[src/rtl/frame_pkg.sv]
// Shared definitions for the telemetry frame receiver and its transmitter bench model.
package frame_pkg;

    localparam logic [15:0] FRAME_HEADER        = 16'hAA55;
    localparam int          FRAME_PAYLOAD_BYTES = 6;

    typedef enum logic [1:0] {
        HUNT_H,
        HUNT_L,
        PAYLOAD
    } frame_state_t;

    typedef enum logic [1:0] {
        IDLE,
        START,
        DATA,
        STOP
    } rx_state_t;

endpackage

[src/rtl/frame_rx_decoder_if.sv]
// Serial line in, decoded telemetry words and strobes out.
interface frame_rx_decoder_if;

    logic        rxd;
    logic [15:0] lowest;
    logic [15:0] highest;
    logic [15:0] hitout;
    logic        frame_valid;
    logic        frame_error;

    modport master (
        output rxd,
        input  lowest, highest, hitout, frame_valid, frame_error
    );

    modport slave (
        input  rxd,
        output lowest, highest, hitout, frame_valid, frame_error
    );

endinterface

[src/rtl/uart_byte_rx.sv]
// 8N1 UART byte receiver: two-flop synchroniser, mid-bit sampling, one-cycle
// byte_valid / byte_err pulses after the stop-bit sample.
//
// state | meaning
// IDLE  | line idle, waiting for a low level on the synchronised line
// START | half-bit wait, then confirm the start bit (high = false start)
// DATA  | sample one data bit per bit period, LSB first
// STOP  | sample the stop bit; high = good byte, low = framing error
module uart_byte_rx
    import frame_pkg::*;
#(
    parameter int CLKS_PER_BIT = 5208
) (
    input  logic       clk,
    input  logic       rst_n,
    input  logic       rxd,
    output logic [7:0] data,
    output logic       byte_valid,
    output logic       byte_err
);

    localparam int               CW   = $clog2(CLKS_PER_BIT);
    localparam logic [CW-1:0]    FULL = CW'(CLKS_PER_BIT - 1);
    localparam logic [CW-1:0]    HALF = CW'(CLKS_PER_BIT / 2 - 1);

    logic            rxd_meta;
    logic            rxd_sync;
    rx_state_t       state, state_nxt;
    logic [CW-1:0]   cnt, cnt_nxt;
    logic [2:0]      bit_idx, bit_idx_nxt;
    logic [7:0]      shreg, shreg_nxt;
    logic            valid_nxt;
    logic            err_nxt;

    // Bring the asynchronous line into the clk domain; idle level is high.
    always_ff @(posedge clk or negedge rst_n) begin
        if (!rst_n) begin
            rxd_meta <= 1'b1;
            rxd_sync <= 1'b1;
        end else begin
            rxd_meta <= rxd;
            rxd_sync <= rxd_meta;
        end
    end

    // Receiver state, bit timer and shift register.
    always_ff @(posedge clk or negedge rst_n) begin
        if (!rst_n) begin
            state      <= IDLE;
            cnt        <= '0;
            bit_idx    <= '0;
            shreg      <= '0;
            byte_valid <= 1'b0;
            byte_err   <= 1'b0;
        end else begin
            state      <= state_nxt;
            cnt        <= cnt_nxt;
            bit_idx    <= bit_idx_nxt;
            shreg      <= shreg_nxt;
            byte_valid <= valid_nxt;
            byte_err   <= err_nxt;
        end
    end

    // Bit timing: down-counter reloaded per bit, action on terminal count.
    always_comb begin
        state_nxt   = state;
        cnt_nxt     = cnt;
        bit_idx_nxt = bit_idx;
        shreg_nxt   = shreg;
        valid_nxt   = 1'b0;
        err_nxt     = 1'b0;
        case (state)
            IDLE: begin
                if (!rxd_sync) begin
                    state_nxt = START;
                    cnt_nxt   = HALF;
                end
            end
            START: begin
                if (cnt == '0) begin
                    if (rxd_sync) begin
                        state_nxt = IDLE;
                    end else begin
                        state_nxt   = DATA;
                        cnt_nxt     = FULL;
                        bit_idx_nxt = 3'd0;
                    end
                end else begin
                    cnt_nxt = cnt - 1'b1;
                end
            end
            DATA: begin
                if (cnt == '0) begin
                    shreg_nxt = {rxd_sync, shreg[7:1]};
                    cnt_nxt   = FULL;
                    if (bit_idx == 3'd7) begin
                        state_nxt = STOP;
                    end else begin
                        bit_idx_nxt = bit_idx + 3'd1;
                    end
                end else begin
                    cnt_nxt = cnt - 1'b1;
                end
            end
            STOP: begin
                if (cnt == '0) begin
                    valid_nxt = rxd_sync;
                    err_nxt   = !rxd_sync;
                    state_nxt = IDLE;
                end else begin
                    cnt_nxt = cnt - 1'b1;
                end
            end
            default: state_nxt = IDLE;
        endcase
    end

    assign data = shreg;

endmodule

[src/rtl/frame_rx_decoder.sv]
// Telemetry frame decoder: hunts for the sync word, collects the payload and
// publishes three big-endian words with a one-cycle frame_valid strobe.
//
// state   | meaning
// HUNT_H  | waiting for the high header byte
// HUNT_L  | high header byte seen, expecting the low header byte
// PAYLOAD | collecting payload bytes; header values here are plain data
module frame_rx_decoder
    import frame_pkg::*;
#(
    parameter int          CLKS_PER_BIT  = 5208,
    parameter logic [15:0] HEADER        = FRAME_HEADER,
    parameter int          PAYLOAD_BYTES = FRAME_PAYLOAD_BYTES
) (
    input  logic                clk,
    input  logic                reset,
    frame_rx_decoder_if.slave   bus
);

    localparam logic [2:0] LAST_IDX = 3'(PAYLOAD_BYTES - 1);

    logic [7:0]    rx_data;
    logic          byte_valid;
    logic          byte_err;

    frame_state_t  state, state_nxt;
    logic [2:0]    idx, idx_nxt;
    logic [47:0]   shadow, shadow_nxt;
    logic [47:0]   words;
    logic          load_out;
    logic          frame_valid_q, frame_valid_nxt;
    logic          frame_error_q, frame_error_nxt;

    uart_byte_rx #(
        .CLKS_PER_BIT (CLKS_PER_BIT)
    ) u_byte_rx (
        .clk        (clk),
        .rst_n      (reset),
        .rxd        (bus.rxd),
        .data       (rx_data),
        .byte_valid (byte_valid),
        .byte_err   (byte_err)
    );

    // Frame state, payload shadow and published words.
    always_ff @(posedge clk or negedge reset) begin
        if (!reset) begin
            state         <= HUNT_H;
            idx           <= '0;
            shadow        <= '0;
            words         <= '0;
            frame_valid_q <= 1'b0;
            frame_error_q <= 1'b0;
        end else begin
            state         <= state_nxt;
            idx           <= idx_nxt;
            shadow        <= shadow_nxt;
            frame_valid_q <= frame_valid_nxt;
            frame_error_q <= frame_error_nxt;
            if (load_out) begin
                words <= shadow_nxt;
            end
        end
    end

    // Frame sequencing; only a received byte (good or bad) moves the FSM.
    always_comb begin
        state_nxt       = state;
        idx_nxt         = idx;
        shadow_nxt      = shadow;
        load_out        = 1'b0;
        frame_valid_nxt = 1'b0;
        frame_error_nxt = 1'b0;
        if (byte_valid) begin
            case (state)
                HUNT_H: begin
                    if (rx_data == HEADER[15:8]) begin
                        state_nxt = HUNT_L;
                    end
                end
                HUNT_L: begin
                    if (rx_data == HEADER[7:0]) begin
                        state_nxt  = PAYLOAD;
                        idx_nxt    = 3'd0;
                        shadow_nxt = '0;
                    end else if (rx_data != HEADER[15:8]) begin
                        state_nxt = HUNT_H;
                    end
                end
                PAYLOAD: begin
                    shadow_nxt = {shadow[39:0], rx_data};
                    if (idx == LAST_IDX) begin
                        load_out        = 1'b1;
                        frame_valid_nxt = 1'b1;
                        state_nxt       = HUNT_H;
                        idx_nxt         = 3'd0;
                    end else begin
                        idx_nxt = idx + 3'd1;
                    end
                end
                default: state_nxt = HUNT_H;
            endcase
        end else if (byte_err && state != HUNT_H) begin
            frame_error_nxt = 1'b1;
            state_nxt       = HUNT_H;
            idx_nxt         = 3'd0;
            shadow_nxt      = '0;
        end
    end

    assign bus.lowest      = words[47:32];
    assign bus.highest     = words[31:16];
    assign bus.hitout      = words[15:0];
    assign bus.frame_valid = frame_valid_q;
    assign bus.frame_error = frame_error_q;

endmodule

[src/flat_wrapper.sv]
// flat-port wrapper written by rule: the top's interface ports become plain ports
module frame_rx_decoder_flat import frame_pkg::*;
#(
    parameter int          CLKS_PER_BIT  = 5208,
    parameter logic [15:0] HEADER        = FRAME_HEADER,
    parameter int          PAYLOAD_BYTES = FRAME_PAYLOAD_BYTES
)
  (clk, reset, bus_rxd, bus_lowest, bus_highest, bus_hitout, bus_frame_valid, bus_frame_error);
  frame_rx_decoder_if bus_i ();
  input  logic clk;
  input  logic reset;
  input wire logic [$bits(bus_i.rxd)-1:0] bus_rxd;
  output wire logic [$bits(bus_i.lowest)-1:0] bus_lowest;
  output wire logic [$bits(bus_i.highest)-1:0] bus_highest;
  output wire logic [$bits(bus_i.hitout)-1:0] bus_hitout;
  output wire logic [$bits(bus_i.frame_valid)-1:0] bus_frame_valid;
  output wire logic [$bits(bus_i.frame_error)-1:0] bus_frame_error;
  assign bus_i.rxd = bus_rxd;
  assign bus_lowest = bus_i.lowest;
  assign bus_highest = bus_i.highest;
  assign bus_hitout = bus_i.hitout;
  assign bus_frame_valid = bus_i.frame_valid;
  assign bus_frame_error = bus_i.frame_error;
  frame_rx_decoder #(.CLKS_PER_BIT(CLKS_PER_BIT), .HEADER(HEADER), .PAYLOAD_BYTES(PAYLOAD_BYTES)) u_core (.clk(clk), .reset(reset), .bus(bus_i));
endmodule
[config.mk]
export PLATFORM = sky130hd
export DESIGN_NAME = frame_rx_decoder_flat
export DESIGN_NICKNAME = d
export VERILOG_FILES = /design/src/rtl/frame_pkg.sv /design/src/rtl/frame_rx_decoder_if.sv /design/src/rtl/uart_byte_rx.sv /design/src/rtl/frame_rx_decoder.sv /design/src/flat_wrapper.sv
export SDC_FILE = /design/constraint.sdc
export NUM_CORES = 1
export LEC_CHECK = 0
export BUFFER_PORTS_ARGS = -buffer_cell sky130_fd_sc_hd__buf_2
export CORE_ASPECT_RATIO = 0.8
export CORE_MARGIN = 2
export CORE_UTILIZATION = 30
export CTS_CLUSTER_DIAMETER = 30
export DETAILED_ROUTE_END_ITERATION = 7
export SKIP_CTS_REPAIR_TIMING = 1
export SYNTH_ARGS = -nofsm -noshare
export SYNTH_HDL_FRONTEND = slang
export SYNTH_SLANG_ARGS = --single-unit
[constraint.sdc]
create_clock -name clk -period 4.3 [get_ports clk]
set_input_delay 0.43 -clock clk [delete_from_list [all_inputs] [get_ports clk]]
set_output_delay 0.43 -clock clk [all_outputs]
set_load 0.01 [all_outputs]
==> impl_metrics.tcl, run 1 <==
set metrics [dict create \
    power_density_nw_per_um2 346 \
    firstDrtPassIters 4 \
    setup_violations 0 \
    cts_made_buffers 17 \
    numClockSinks 133 \
    max_stage_delay_ns 0.75 \
    wirelength_mm 15.4 \
    crit_type "reg -> reg" \
    cap_violations 0 \
    grtUsageTotal_pct 13.6 \
    die_area_um2 23800 \
    synthArstFlopShare_pct 100 \
    report.final.slew_viol_count 0 \
    die_h_um 139 \
    ys_warn_count 0 \
    worst_slew_pin_slew_ns 1.05 \
    cp_num_buf_inv 2 \
    ir_worst_vdd_mv 0.248 \
    io_pins 53 \
    grt_remaining_overflow 0 \
    cts_tree "built" \
    path_clk_slew_ns 0.06 \
    instances_no_fill 954 \
    holdWs_ns 0.00625 \
    outcome "finished clean" \
    cp.required_ns 4.56 \
    via_per_inst 5.20 \
    ys_seq_elements 133 \
    p_leak_nw 3.73 \
    antenna_found_initial 0 \
    grt_pass1_wl_mm 25.7 \
    clock_skew_ns 0.0100 \
    slew_headroom_pct 30.0 \
    avgSynthCellArea_um2 11.2 \
    rsz0062_at_grt "false" \
    synth_cell_types 64 \
    drc 0 \
    layout.nets 651 \
    start_util_pct 30.4 \
    final.period_utilization_pct 59.2 \
    layout-area-overhead-vs-synth_pct 15.0 \
    dpl.cell_count 923 \
    hold_viol 0 \
    grt_start_max_net_pins 91 \
    final.fill_count 2298 \
    synth_edf_count 0 \
    worst_skew_pair.late_latency_ns 0.42 \
    synth_area_um2 6780 \
    ys_seq_area_share_pct 49.1 \
    regArea_um2 3330 \
    start_kind "register" \
    gp_congestion 0.786 \
    worstSetupEndpointType "register" \
    timing.fmax_mhz 393 \
    drt_iter0_drc 408 \
    multiInputGateArea_um2 2940 \
    path_cells "inv_1 > ha_1 > or3b_4 > buf_4 > a32o_1 > a41oi_2 > a21oi_1" \
    core_um2 22300 \
    drtAntennaViolNets 0 \
    hold_class "in -> async" \
    wire_per_inst_um 16.2 \
    syn_inst 608 \
    rows 49 \
    critical-path-slowest-cell "or3b_4" \
    syn_nets 623 \
    num_vias 4959 \
    cpLargestDelayFamily "simple AND/OR/NAND/NOR gates" \
    antenna-diode-count 0 \
    dp.final_hpwl_mm 9.69 \
    grt_pass1_vias 4618 \
    final_layout_size_suffix_gt1_share_pct 23.8 \
    die_x_um 172 \
    finalCriticalPeriod_ns 2.55 \
    synth-main-ff-cell "dfrtp_1" \
    htree_levels 4 \
    cts_root_buf "clkbuf_16" \
    cp.arrival_ns 2.81 \
    cts_max_path_buffers 2 \
    fin_tns_setup_ns 0 \
    crit_fanout 75 \
    io_buffers 52 \
]
## per-layer routing
metal,GRT usage [%],vias up,part of all wire (%)
met5,0,-,0
met4,3.45,0,0.93
met3,3.66,12,4.6
met2,18.0,103,42
met1,21.6,2498,53
li1,-,2346,-
## stage by stage
step / area (µm²) / total power, mW / utilization [%] / worst slack [ns]
floorplan: 6780 / 1.28 / - / 2.38
global placement: 7230 / 1.31 / 32.4 / 1.83
detailed placement: 7230 / 1.31 / 32.4 / 1.76
CTS: 7800 / 2.74 / 35.0 / 1.77
global route: 7800 / 2.79 / 35.0 / 1.53
finish: 7800 / 2.70 / 35.0 / 1.75
## Yosys cell counts (all sizes together) (4+ instances only)
master  instances  area share (%)
nand4           7            0.65
and2            4            0.37
inv            64             3.5
mux2            9             1.9
clkbuf         22             1.2
a211oi          6            0.66
o31ai           6            0.66
o21ai           6            0.44
nand3           6            0.44
nor3            4            0.37
nor2           60             3.4
ha             12             2.2
a31oi           5            0.46
and3            5            0.46
buf            30             2.9
nor4            4            0.90
a21oi          56             4.1
a41oi          52              11
a32o           48             7.1
dfrtp         131              48
a22o            4            0.52
o22a            4            0.52
nand2          15             1.1
## where the power goes
group / leakage (nW) / internal, mW / switching [mW]
Sequential: 1.80 / 1.25 / 0.00128
Combinational: 1.65 / 0.00325 / 0.0254
Clock: 0.281 / 0.880 / 0.538
## flip-flops by register name (all words and copies together), names as in the netlist, 2 cells and up, named ones only
name                      cells
u_core.u_byte_rx.data         8
u_core.state                  2
u_core.u_byte_rx.bit_idx      3
u_core.words                 48
u_core.idx                    3
u_core.u_byte_rx.cnt         13
u_core.shadow                48
## cell usage in the layout (no fill, tap or decap), drive strengths merged, types with 7 or more instances in the layout
cell    count
mux2        9
buf        61
nor2       60
clkbuf     23
inv        64
ha         12
nand4       7
a21oi      56
a41oi      52
a32o       48
dfrtp     131
nand2      15
## cells by family (layout without fill, tap and decap cells)
kind of cell	count (synthesis)	count (layout)	synth area share (%)
compound gates	209	209	28.3
fa+ha+maj	12	12	2.21
buf+inv	116	156	7.69
flops	133	133	49.1
mux	12	12	2.38
simple gates	126	126	10.3
## worst paths after layout
kind	endpoint	from	cells past startpoint	slack (ns)
hold / removal	u_core.words[46]	reset	1	0.006
min in group clk	u_core.u_byte_rx.rxd_meta	bus_rxd	1	0.11
max in group asynchronous	u_core.shadow[30]	reset	2	3.39
hold reg to reg	u_core.u_byte_rx.rxd_sync	u_core.u_byte_rx.rxd_meta	0	0.35
setup reg to reg	u_core.words[39]	u_core.state[0]	7	1.75
setup / recovery	u_core.words[39]	u_core.state[0]	7	1.75
## layout make-up
class	instances	share of cell area (%)
multi-input combinational	359	37.7
inverter	64	3.08
clock inverter	8	1.30
timing repair buffer	61	4.28
sequential	133	42.7
clock buffer	23	6.00
tap	306	4.91
No activity file was read; power rests on OpenSTA's default activity.
==> run 2, diff against run 1 <==
clock period = 2.45 ns   (was 4.3 ns; I/O delays follow)
==> impl_metrics.tcl, run 2 (same netlist as run 1, synthesis figures left out) <==
set metrics [dict create \
    drt_iter0_drc 355 \
    grtUsageTotal_pct 14.0 \
    die_x_um 172 \
    p_leak_nw 3.79 \
    path_clk_slew_ns 0.06 \
    layout-area-overhead-vs-synth_pct 16.9 \
    rows 49 \
    hold_viol 0 \
    cp.required_ns 2.74 \
    timing.fmax_mhz 436 \
    htree_levels 4 \
    critical-path-slowest-cell "or3b_4" \
    cts_made_buffers 17 \
    rsz0062_at_grt "false" \
    wirelength_mm 16.0 \
    outcome "finished clean" \
    firstDrtPassIters 4 \
    numClockSinks 133 \
    grt_start_max_net_pins 61 \
    path_cells "inv_1 > ha_1 > or3b_4 > buf_12 > a32o_1 > a41oi_1 > a21oi_1" \
    grt_pass1_wl_mm 26.3 \
    final_layout_size_suffix_gt1_share_pct 25.5 \
    fin_tns_setup_ns 0 \
    worstSetupEndpointType "register" \
    core_um2 22300 \
    io_buffers 52 \
    die_h_um 139 \
    grt_remaining_overflow 0 \
    layout.nets 662 \
    crit_type "reg -> reg" \
    start_util_pct 30.4 \
    cts_root_buf "clkbuf_16" \
    drtAntennaViolNets 0 \
    cts_tree "built" \
    worst_slew_pin_slew_ns 0.648 \
    die_area_um2 23800 \
    io_pins 53 \
    num_vias 5028 \
    clock_skew_ns 0.0105 \
    gp_congestion 0.775 \
    finalCriticalPeriod_ns 2.30 \
    cap_violations 0 \
    start_kind "register" \
    hold_class "reg -> reg" \
    cp.arrival_ns 2.59 \
    power_density_nw_per_um2 593 \
    drc 0 \
    dp.final_hpwl_mm 10.2 \
    report.final.slew_viol_count 0 \
    max_stage_delay_ns 0.54 \
    antenna-diode-count 0 \
    worst_skew_pair.late_latency_ns 0.43 \
    slew_headroom_pct 56.5 \
    crit_fanout 32 \
    wire_per_inst_um 16.6 \
    layout_commonest_cell "dfrtp_1" \
    setup_violations 0 \
    antenna_found_initial 0 \
    largest_registers "u_core.shadow: 48 flops, u_core.words: 48 flops, u_core.u_byte_rx.cnt: 13 flops" \
    via_per_inst 5.20 \
    cts_max_path_buffers 2 \
    layout_common_cells "dfrtp_1, inv_1, nor2_1" \
    final.period_utilization_pct 93.7 \
    ir_worst_vdd_mv 0.366 \
    grt_pass1_vias 4731 \
    utilization_pct 35.5 \
    reg2reg_slack_ns 0.15 \
]
==> run 2: changes by cell type in the layout (fill, tap and decap cells not counted), sizes merged <==
cell,change
dlygate4sd3,+2
clkbuf,-6
clkinvlp,+4
inv,+9
buf,+9
bufinv,-2
clkinv,-4
==> run 2: area by class of cell <==
| cell class | instances | area [µm²] |
|---|---|---|
| clock buffers | 17 | 425 |
| clock inverters | 15 | 134 |
| fillers | 2261 | 14400 |
| inverters | 64 | 240 |
| multi-input cells | 359 | 2940 |
| flip-flops and latches | 133 | 3330 |
| well taps | 306 | 383 |
| repair buffers | 72 | 472 |
==> run 2: critical path, delay by kind of cell, from the launching register on <==
kind	cells	cell delay (ns)
simple gates	1	0.54
compound gates	3	0.65
flops	1	0.38
fa+ha+maj	1	0.27
buf+inv	2	0.32
==> run 2: metrics by stage <==
stage               std cells  hold WS [ns]  area (µm²)  power (mW)  setup WS [ns]
floorplan                 608       -0.0506        6780        2.24          0.530
global placement          932         0.278        7350        2.30          0.230
detailed placement        932         0.274        7350        2.30          0.201
CTS                       964        -0.189        7910        4.76          0.175
global route              966         0.365        7930        4.87         0.0485
finish                    966         0.358        7930        4.70          0.154
==> run 2: worst paths after layout <==
kind / end / start / depth (start not counted)
max: u_core.words[10] / u_core.state[0] / 7
min: u_core.u_byte_rx.rxd_sync / u_core.u_byte_rx.rxd_meta / 0
max reg2reg: u_core.words[10] / u_core.state[0] / 7
min reg2reg: u_core.u_byte_rx.rxd_sync / u_core.u_byte_rx.rxd_meta / 0
max in group asynchronous: u_core.shadow[31] / reset / 3
min in group asynchronous: u_core.shadow[45] / reset / 2
==> run 2: layer usage <==
metal	vias up	track usage, %	part of all wire [%]
li1	2370	-	-
met1	2528	21.7	52
met2	113	18.9	43
met3	17	3.41	4.1
met4	0	4.38	0.97
met5	-	0	0
==> run 2: power breakdown <==
part	leakage, nW	switching (mW)	internal [mW]
Clock	0.264	1.11	1.33
Sequential	1.80	0.00224	2.20
Combinational	1.73	0.0459	0.0100
==> run 3, diff against run 2 <==
CORE_UTILIZATION = 45   (was 30)
MAX_ROUTING_LAYER = met4   (was not set)
SKIP_CTS_REPAIR_TIMING = not set   (was 1)
==> impl_metrics.tcl, run 3 (same netlist as run 1, synthesis figures left out) <==
set metrics [dict create \
    drt_iter0_drc 408 \
    grt_start_max_net_pins 93 \
    cap_violations 0 \
    cts_tree "built" \
    report.final.slew_viol_count 0 \
    max_stage_delay_ns 0.48 \
    clock_power_share_pct 55.1 \
    critical-path-slowest-cell "or3b_4" \
    layout-area-overhead-vs-synth_pct 15.9 \
    path_clk_slew_ns 0.06 \
    final.fill_count 1294 \
    p_leak_nw 3.84 \
    final_area_um2 7860 \
    grt_pass1_vias 4733 \
    dpl_cell_area_um2 7200 \
    drtAntennaViolNets 0 \
    via_per_inst 5.96 \
    die_area_um2 16100 \
    dpl.cell_count 814 \
    antenna_found_initial 0 \
    die_h_um 114 \
    switching_share_pct 19.5 \
    core_um2 14900 \
    postCtsHoldBufs 2 \
    largest_registers "u_core.shadow: 48 flops, u_core.words: 48 flops, u_core.u_byte_rx.cnt: 13 flops" \
    cp.arrival_ns 2.57 \
    postCtsSetupRepairBufs 0 \
    seqPwrFrac_pct 43.8 \
    comb_power_share_pct 1.1 \
    numClockSinks 133 \
    cp.required_ns 2.74 \
    fin_tns_setup_ns 0 \
    final_layout_size_suffix_gt1_share_pct 24.9 \
    layout.nets 661 \
    drc 0 \
    timing.fmax_mhz 438 \
    ir_worst_vdd_mv 0.476 \
    final.period_utilization_pct 93.2 \
    cts_max_path_buffers 2 \
    gp_congestion 0.892 \
    wirelength_mm 15.5 \
    worstSetupEndpointType "register" \
    die_x_um 141 \
    grt_pass1_wl_mm 25.5 \
    clock_skew_ns 0.00884 \
    htree_levels 4 \
    rsz0062_at_grt "false" \
    cts_resized 0 \
    worst_slew_pin_slew_ns 0.744 \
    hold_viol 0 \
    finalCriticalPeriod_ns 2.28 \
    multiInputGateArea_um2 2940 \
    wire_per_inst_um 18.3 \
    layout_common_cells "dfrtp_1, inv_1, nor2_1" \
    grt_remaining_overflow 0 \
    rows 40 \
    start_util_pct 45.6 \
    cts_root_buf "clkbuf_16" \
    regArea_um2 3330 \
    fin_ws_ns 0.167 \
    io_pins 53 \
    worst_skew_pair.late_latency_ns 0.42 \
    crit_fanout 74 \
    slew_headroom_pct 50.4 \
    power_density_nw_per_um2 640 \
    layout_commonest_cell "dfrtp_1" \
    place_ws_ns 0.220 \
    antenna-diode-count 0 \
    path_cells "inv_1 > ha_1 > or3b_4 > buf_12 > a32o_1 > a41oi_1 > a21oi_1" \
    io_buffers 52 \
    grtUsageTotal_pct 20.8 \
    firstDrtPassIters 5 \
    crit_type "reg -> reg" \
    instances_no_fill 848 \
    hold_class "in -> async" \
    cts_made_buffers 17 \
    switchingPower_mw 0.983 \
    num_vias 5051 \
    setup_violations 0 \
    start_kind "register" \
    p_int_mw 4.05 \
    dp.final_hpwl_mm 9.80 \
    outcome "finished clean" \
]
## run 3: changes by cell type in the layout (fill, tap and decap cells not counted), sizes merged
| cell | before | now |
|---|---|---|
| buf | 70 | 69 |
| bufinv | 0 | 4 |
| clkbuf | 17 | 25 |
| clkinvlp | 4 | 1 |
| inv | 73 | 64 |
## run 3: area by class of cell
class | count | area share (%)
multi-input combinational | 359 | 37.4
clock buffer | 25 | 6.43
sequential | 133 | 42.4
inverter | 64 | 3.06
clock inverter | 7 | 1.80
tap | 189 | 3.01
timing repair buffer | 71 | 5.90
## run 3: worst max-delay path: cells and delay by family, from the launching register on
kind,cells,cell delay [ns]
fa+ha+maj,1,0.26
simple gates,1,0.48
buf+inv,2,0.33
compound gates,3,0.68
flops,1,0.37
## run 3: routing by layer
| metal | routed length [µm] | vias to the layer above | GRT usage (%) |
|---|---|---|---|
| li1 | - | 2366 | - |
| met1 | 7800 | 2559 | 30.1 |
| met4 | 164 | 0 | 5.60 |
| met5 | 0 | - | - |
| met3 | 734 | 14 | 5.92 |
| met2 | 6810 | 112 | 28.6 |
## run 3: final timing paths
check	startpoint	endpoint	cells past startpoint	slack, ns
setup / recovery	u_core.state[0]	u_core.words[16]	7	0.17
hold / removal	reset	u_core.words[0]	2	0.36
setup reg to reg	u_core.state[0]	u_core.words[16]	7	0.17
hold reg to reg	u_core.u_byte_rx.rxd_meta	u_core.u_byte_rx.rxd_sync	0	0.36
max in group asynchronous	reset	u_core.u_byte_rx.rxd_sync	3	1.36
min in group clk	u_core.u_byte_rx.rxd_meta	u_core.u_byte_rx.rxd_sync	0	0.36
## run 3: power groups by stage
stage | logic, mW | registers (mW) | clock network, mW
after global routing | 0.0689 | 2.20 | 2.94
final | 0.0575 | 2.20 | 2.77
after CTS | 0.0612 | 2.20 | 2.82
after detailed placement | 0.0584 | 2.24 | 0
after floorplan | 0.00282 | 2.24 | 0
after global placement | 0.0572 | 2.24 | 0
## run 3: stage by stage
stage                     util [%]  hold slack, ns  power (mW)
after floorplan                  -         -0.0506        2.24
after global placement        48.4           0.251        2.30
after detailed placement      48.4           0.255        2.30
after CTS                     52.9           0.363        5.09
after global routing          52.9           0.368        5.21
final                         52.9           0.361        5.04
